**src/rtl/fp_wb_scoreboard_if.sv**
```systemverilog
// Write-back request channel from one FP producer.
// The producer holds valid/rd/data stable until it sees ready.
interface fp_wb_scoreboard_if #(
  parameter int DATA_W = 64
);
  logic              valid;
  logic [4:0]        rd;
  logic [DATA_W-1:0] data;
  logic              ready;

  modport master (
    output valid,
    output rd,
    output data,
    input  ready
  );

  modport slave (
    input  valid,
    input  rd,
    input  data,
    output ready
  );
endinterface

```
**src/rtl/fp_wb_scoreboard.sv**
```systemverilog
// FP register-file write-back arbiter with busy scoreboard.
// Drives the single write port and the decode-stage hazard stall.
module fp_wb_scoreboard #(
  parameter int DATA_W = 64,
  parameter bit RR_EN  = 1'b1
) (
  input  logic              clk,
  input  logic              reset,
  input  logic              iss_valid,
  input  logic [4:0]        iss_rd,
  input  logic [4:0]        chk_rs1,
  input  logic [4:0]        chk_rs2,
  input  logic [4:0]        chk_rd,
  input  logic              chk_uses_rd,
  output logic              stall,
  fp_wb_scoreboard_if.slave alu,
  fp_wb_scoreboard_if.slave div,
  output logic              regWr,
  output logic [4:0]        rW,
  output logic [DATA_W-1:0] busW,
  output logic [31:0]       busy_vec
);

  typedef enum logic {
    GNT_ALU = 1'b0,
    GNT_DIV = 1'b1
  } grant_e;

  grant_e            last_grant;
  logic              alu_gnt;
  logic              div_gnt;
  logic              wb_fire;
  logic [4:0]        wb_rd;
  logic [DATA_W-1:0] wb_data;
  logic [31:0]       busy;
  logic [31:0]       busy_nxt;

  always_comb begin
    alu_gnt = 1'b0;
    div_gnt = 1'b0;
    unique case (1'b1)
      (alu.valid && !div.valid): alu_gnt = 1'b1;
      (div.valid && !alu.valid): div_gnt = 1'b1;
      (alu.valid && div.valid): begin
        if (RR_EN && last_grant == GNT_ALU)
          div_gnt = 1'b1;
        else
          alu_gnt = 1'b1;
      end
      default: ;
    endcase
  end

  assign alu.ready = alu_gnt;
  assign div.ready = div_gnt;
  assign wb_fire   = alu_gnt | div_gnt;
  assign wb_rd     = div_gnt ? div.rd : alu.rd;
  assign wb_data   = div_gnt ? div.data : alu.data;

  // Clear lands on the commit edge; a same-edge issue re-owns the reg.
  always_comb begin
    busy_nxt = busy;
    if (regWr)
      busy_nxt[rW] = 1'b0;
    if (iss_valid && iss_rd != 5'd0)
      busy_nxt[iss_rd] = 1'b1;
    busy_nxt[0] = 1'b0;
  end

  assign stall = busy[chk_rs1]
               | busy[chk_rs2]
               | (chk_uses_rd & busy[chk_rd]);

  assign busy_vec = busy;

  always_ff @(posedge clk) begin
    if (!reset) begin
      regWr      <= 1'b0;
      rW         <= 5'd0;
      busW       <= '0;
      busy       <= 32'd0;
      last_grant <= GNT_DIV;
    end else begin
      regWr <= wb_fire && (wb_rd != 5'd0);
      busy  <= busy_nxt;
      if (wb_fire) begin
        rW         <= wb_rd;
        busW       <= wb_data;
        last_grant <= div_gnt ? GNT_DIV : GNT_ALU;
      end
    end
  end

endmodule

```
**src/flat_wrapper.sv**
```systemverilog
// flat-port wrapper written by rule: the top's interface ports become plain ports
module fp_wb_scoreboard_flat 
#(
  parameter int DATA_W = 64,
  parameter bit RR_EN  = 1'b1
)
  (clk, reset, iss_valid, iss_rd, chk_rs1, chk_rs2, chk_rd, chk_uses_rd, stall, regWr, rW, busW, busy_vec, alu_valid, alu_rd, alu_data, alu_ready, div_valid, div_rd, div_data, div_ready);
  fp_wb_scoreboard_if #(.DATA_W(DATA_W)) alu_i ();
  fp_wb_scoreboard_if #(.DATA_W(DATA_W)) div_i ();
  input  logic clk;
  input  logic reset;
  input  logic iss_valid;
  input  logic [4:0] iss_rd;
  input  logic [4:0] chk_rs1;
  input  logic [4:0] chk_rs2;
  input  logic [4:0] chk_rd;
  input  logic chk_uses_rd;
  output logic stall;
  output logic regWr;
  output logic [4:0] rW;
  output logic [DATA_W-1:0] busW;
  output logic [31:0] busy_vec;
  input wire logic [$bits(alu_i.valid)-1:0] alu_valid;
  input wire logic [$bits(alu_i.rd)-1:0] alu_rd;
  input wire logic [$bits(alu_i.data)-1:0] alu_data;
  output wire logic [$bits(alu_i.ready)-1:0] alu_ready;
  input wire logic [$bits(div_i.valid)-1:0] div_valid;
  input wire logic [$bits(div_i.rd)-1:0] div_rd;
  input wire logic [$bits(div_i.data)-1:0] div_data;
  output wire logic [$bits(div_i.ready)-1:0] div_ready;
  assign alu_i.valid = alu_valid;
  assign alu_i.rd = alu_rd;
  assign alu_i.data = alu_data;
  assign alu_ready = alu_i.ready;
  assign div_i.valid = div_valid;
  assign div_i.rd = div_rd;
  assign div_i.data = div_data;
  assign div_ready = div_i.ready;
  fp_wb_scoreboard #(.DATA_W(DATA_W), .RR_EN(RR_EN)) u_core (.clk(clk), .reset(reset), .iss_valid(iss_valid), .iss_rd(iss_rd), .chk_rs1(chk_rs1), .chk_rs2(chk_rs2), .chk_rd(chk_rd), .chk_uses_rd(chk_uses_rd), .stall(stall), .alu(alu_i), .div(div_i), .regWr(regWr), .rW(rW), .busW(busW), .busy_vec(busy_vec));
endmodule
```
**config.mk**
```make
export PLATFORM = sky130hd
export DESIGN_NAME = fp_wb_scoreboard_flat
export DESIGN_NICKNAME = d
export VERILOG_FILES = /design/src/rtl/fp_wb_scoreboard_if.sv /design/src/rtl/fp_wb_scoreboard.sv /design/src/flat_wrapper.sv
export SDC_FILE = /design/constraint.sdc
export NUM_CORES = 1
export LEC_CHECK = 0
export BUFFER_PORTS_ARGS = -buffer_cell sky130_fd_sc_hd__buf_2
export CORE_MARGIN = 10
export CORE_UTILIZATION = 30
export DETAILED_ROUTE_END_ITERATION = 8
export PLACE_DENSITY_LB_ADDON = 0.08
export SYNTH_ARGS = -nofsm -noshare
export SYNTH_HDL_FRONTEND = slang
export SYNTH_SLANG_ARGS = --single-unit
```
**constraint.sdc**
```tcl
create_clock -name clk -period 2 [get_ports clk]
set_clock_uncertainty 0.2 [all_clocks]
set_input_delay 0.2 -clock clk [delete_from_list [all_inputs] [get_ports clk]]
set_output_delay 0.2 -clock clk [all_outputs]
set_load 0.005 [all_outputs]
```
Word level (Yosys, flattened, before mapping)
Cells that the tools add are included.

word-level totals
  register bits = 103
  input port bits = 164
  output and inout bits = 105

cells by class
  magnitude comparators = 7
  multiplexer cells = 19
  bitwise gates (word level) = 7
  reduce and logical (&&, ||, !) cells = 11

operators by type and width
  cell                                                                           number
  32-bit 2-to-1 mux                                                              2
  64-bit 2-to-1 mux                                                              1
  32-bit bitwise AND                                                             1
  32-bit NOT                                                                     1
  32-bit bitwise OR                                                              1
  5-bit by 6-bit less-than comparator with 1-bit output (second input constant)  5
  1-bit binary-select mux with 5-bit select                                      3
  1-bit demux with 5-bit select                                                  2
  5-bit by 1-bit >= comparator with 1-bit output (second input constant)         2
  5-bit nonzero test                                                             2
  1-bit 2-to-1 mux                                                               8
  1-bit logical AND                                                              7
  5-bit 2-to-1 mux                                                               1
  1-bit one-hot mux with 2 select lines                                          2
  1-bit bitwise OR                                                               3
  1-bit logical NOT                                                              2
  1-bit bitwise AND                                                              1

Longest topological paths before layout
  depth in word-level cells = 9
  depth in mapped cells = 7
  gate-level depth less buffers = 5

Worst setup path before layout
OpenSTA, ideal clock, no wires.

  kind = input port to output port
  start = input port chk_rd[1]
  end = output port stall
  arrival = 1,389 ps
  data required time = 1,600 ps
  setup slack = 211 ps
  cell stages on the path = 5
  cells stage by stage = buf_6 mux4_2 a2111o_1 nand4_1 nand4_1

between the ends
  word-level cells in the longest chain between the ends = 4

RTL lines
  element                                    RTL line                text
  start, declared                            flat_wrapper.sv:16      input logic [4:0] chk_rd;
  1-bit binary-select mux with 5-bit select  fp_wb_scoreboard.sv:72  | (chk_uses_rd & busy[chk_rd]);
  1-bit 2-to-1 mux (not written as such)     fp_wb_scoreboard.sv:72
  1-bit bitwise AND                          fp_wb_scoreboard.sv:72
  1-bit bitwise OR                           fp_wb_scoreboard.sv:72
  end, declared                              flat_wrapper.sv:18      output logic stall;

No other way between the ends. The select of a mux whose other input is x is not followed.

Worst setup path after layout
  start = register u_core.busy[7], in the netlist u_core.busy_vec[7]
  end = output port stall

between the ends
  word-level cells in the longest chain between the ends = 4

RTL lines
  element                                                              RTL line                                                                text
  start, declared                                                      fp_wb_scoreboard.sv:35                                                  logic [31:0] busy;
  start signal, assigned                                               fp_wb_scoreboard.sv:85                                                  busy <= busy_nxt;
  1-bit binary-select mux with 5-bit select, on equally long branches  fp_wb_scoreboard.sv:70, fp_wb_scoreboard.sv:71, fp_wb_scoreboard.sv:72
  1-bit 2-to-1 mux, on equally long branches                           fp_wb_scoreboard.sv:70, fp_wb_scoreboard.sv:71, fp_wb_scoreboard.sv:72
  1-bit bitwise OR / 1-bit bitwise AND (equally long branches)         fp_wb_scoreboard.sv:71, fp_wb_scoreboard.sv:72
  1-bit bitwise OR *                                                   fp_wb_scoreboard.sv:72

Mark *: on every way between the ends. The rest lies on a longest branch, timed or not. The select of a mux whose other input is x is not followed.

==> out/metrics.cfg <==
[setup_path]
critPathLaunchType = register
r2r_end = u_core.busW[40]
max_stage_delay_ns = 0.47
cp_max_fo = 5
path_cells = mux4_2 > a2111o_1 > nand4_1 > nand4_1 > buf_2
crit_path_frequent_cell = nand4_1
crit_arrival_ns = 1.88
ff2ff_setup_slack_ns = 0.14
worstPathBufferInverterCount = 1
worst-r2r-cell-count = 5
crit_required_ns = 1.60
crit_family = multiplexers
worst_setup_path_end_kind = primary output
critical_path_class = reg2out
crit_slowest_cell = mux4_2
r2r-start = u_core.last_grant

[clocking]
numCtsBuffers = 9
tritoncts = done
post-cts-setup-buffers = 0
cts_root_buf = clkbuf_16
cts.path.max_buffers = 2
h-tree-depth = 3
insertion_delay_ns = 0.35
clkTransAtPathRegs_ns = 0.07
clock_sinks = 102

[logic_synthesis]
synthesis.nets = 719
yosysUniqueCellTypes = 41
syn_avg_cell_area_um2 = 9.86
yosysWarnings = 0
yosysTopAreaCellShare_pct = 37.3
yosys-top-cells-area = dfxtp_1 (37%), mux2i_1 (14%), o211a_1 (12%)
synth_largest_area_cell = dfxtp_1
syn_inst = 555
syn_area_um2 = 5470
ys_ff_latch = 102
synth-seq-area-share_pct = 37.3

[die]
pin_count = 269
core-area_um2 = 18000
num_rows = 49
die_area_um2 = 24000
die_w_um = 155
initial_core_util_pct = 30.5
die_y_um = 155

[outcome]
violations = negative setup slack
run_status = finished, violations left

[timing]
period_minus_slack_ns = 2.28
holdWs_ns = 0.00982
setup_viol = 1
max_freq_mhz = 439
drv_slew = 0
fin_ws_ns = -0.278
hold_viol = 0
worst_pin_slew_ns = 0.527
slew_headroom_pct = 64.8
rsz0062_at_grt = yes
period_share_pct = 114
setup_tns_ns = -0.278

[grt]
antenna_found_initial = 1
grt_max_degree = 73
grt_pass1_wl_um = 34600
grt_pass1_vias = 6414
overflow = 0
grt_use_total_pct = 17.6

[detailed_routing]
drc = 0
drt-initial-drc-count = 248
avgViaCountPerCell = 5.06
final_antenna_net_count = 0
routed_wl_um = 21900
detail_route.wl_per_cell_um = 18.8
vias = 5884
first_pass_iters = 5

[hold_path]
hp-class = in2reg
hp-start = alu_data[28]
hold_depth = 4
min_to = u_core.busW[28]

[finish]
nets = 1091
final_cell_mix = buf_2 (266), dlygate4sd3_1 (118), nand2_1 (105)
drive_above_1_share_pct = 37.4
final_util_pct = 48.2
final_common_cell = buf_2
final_cells = 1162
final_area_um2 = 8670
areaGrowthSynthToFinish_pct = 58.4
fill_cells = 1682

[placement]
port_buffers = 267
hpwl_um = 16600
dp_cells = 1026
place_congestion = 0.885
placed_cell_area_um2 = 7100
dp_slack_ns = -0.106

[power_and_ir_drop]
p_leak_nw = 4.61
ir_worst_vdd_mv = 0.339
power_density_nw_per_um2 = 616
total_power_mw = 5.34

[run]
max_cap_violations = 0

## per-layer routing
layer,GRT usage (%),vias up,share of wire (%)
li1,-,2809,-
met1,19.7,2820,40
met2,30.3,223,49
met3,5.90,32,8.4
met4,6.75,0,2.4
met5,0,-,0
## power breakdown
group	switching [mW]	total [mW]	leakage [nW]	internal, mW
Combinational	0.525	1.18	3.61	0.660
Sequential	0.0913	2.26	0.849	2.16
Clock	0.795	1.90	0.154	1.10
Total	1.41	5.34	4.61	3.93
## timing repair
action / CTS / global route
setup endpoints to repair: 1 / 11
gates cloned: 0 / 1
hold buffers: 118 / 0
gates resized for setup: 7 / 19
endpoints found under the hold margin: 71 / 0
pin swaps: 4 / 3
## state kept, by name, summed over array words and instances (netlist names)
name,cells
u_core.busy_vec,31
u_core.last_grant,1
u_core.rW,5
u_core.busW,64
u_core.regWr,1
## kinds of logic (layout without fill, tap and decap cells)
group                  count (synthesis)  after routing  share of synthesized area (%)
and+or+nand+nor                      154            155                           13.0
AOI/OAI and AO/OA                    148            148                           22.1
DFF                                  102            102                           37.3
muxes                                 98             98                           22.8
buffers and inverters                 52            428                           4.73
other                                  1              2                         0.0685
## worst min-delay path: cells and delay by family
family | cells | cell delay (ns)
mux | 1 | 0.06
buf+inv | 1 | 0.07
compound gates | 1 | 0.13
simple gates | 1 | 0.06
## synthesized netlist by cell type (all sizes together)
cell type and number:
a2111o 1, a2111oi 1, a211oi 1, a21boi 31
a21oi 3, a221oi 2, a2bb2oi 1, a311o 1
a311oi 1, and2 1, and3 2, and3b 3
buf 25, clkbuf 23, conb 1, dfxtp 102
inv 4, mux2 4, mux2i 75, mux4 19
nand2 107, nand3 3, nand3b 7, nand4 5
nand4b 2, nor2 6, nor2b 2, nor3 3
nor3b 7, o2111ai 2, o211a 68, o21ai 33
o31a 1, o31ai 2, or2b 1, or3 1
or3b 2, or4 2
## how the worst max path moves through the flow
| stage | startpoint | to | slack (ns) | cells after the start |
|---|---|---|---|---|
| floorplan | chk_rd[1] | stall | 0.21 | 5 |
| global placement | chk_rs2[0] | stall | -0.12 | 7 |
| detailed placement | chk_rd[1] | stall | -0.11 | 6 |
| CTS | u_core.busy_vec[7] | stall | -0.27 | 5 |
| global route | u_core.busy_vec[7] | stall | -0.33 | 5 |
| finish | u_core.busy_vec[7] | stall | -0.28 | 5 |
## area by class of cell
class / count / area (um2) / area share [%]
antenna: 1 / 2.50 / 0.0289
inverter: 4 / 15.0 / 0.173
multi-input combinational: 402 / 3230 / 37.2
clock inverter: 5 / 82.6 / 0.953
sequential: 102 / 2060 / 23.8
clock buffer: 11 / 233 / 2.69
tap: 229 / 287 / 3.31
timing repair buffer: 408 / 2760 / 31.8
Power figures use the tool's default switching activity.
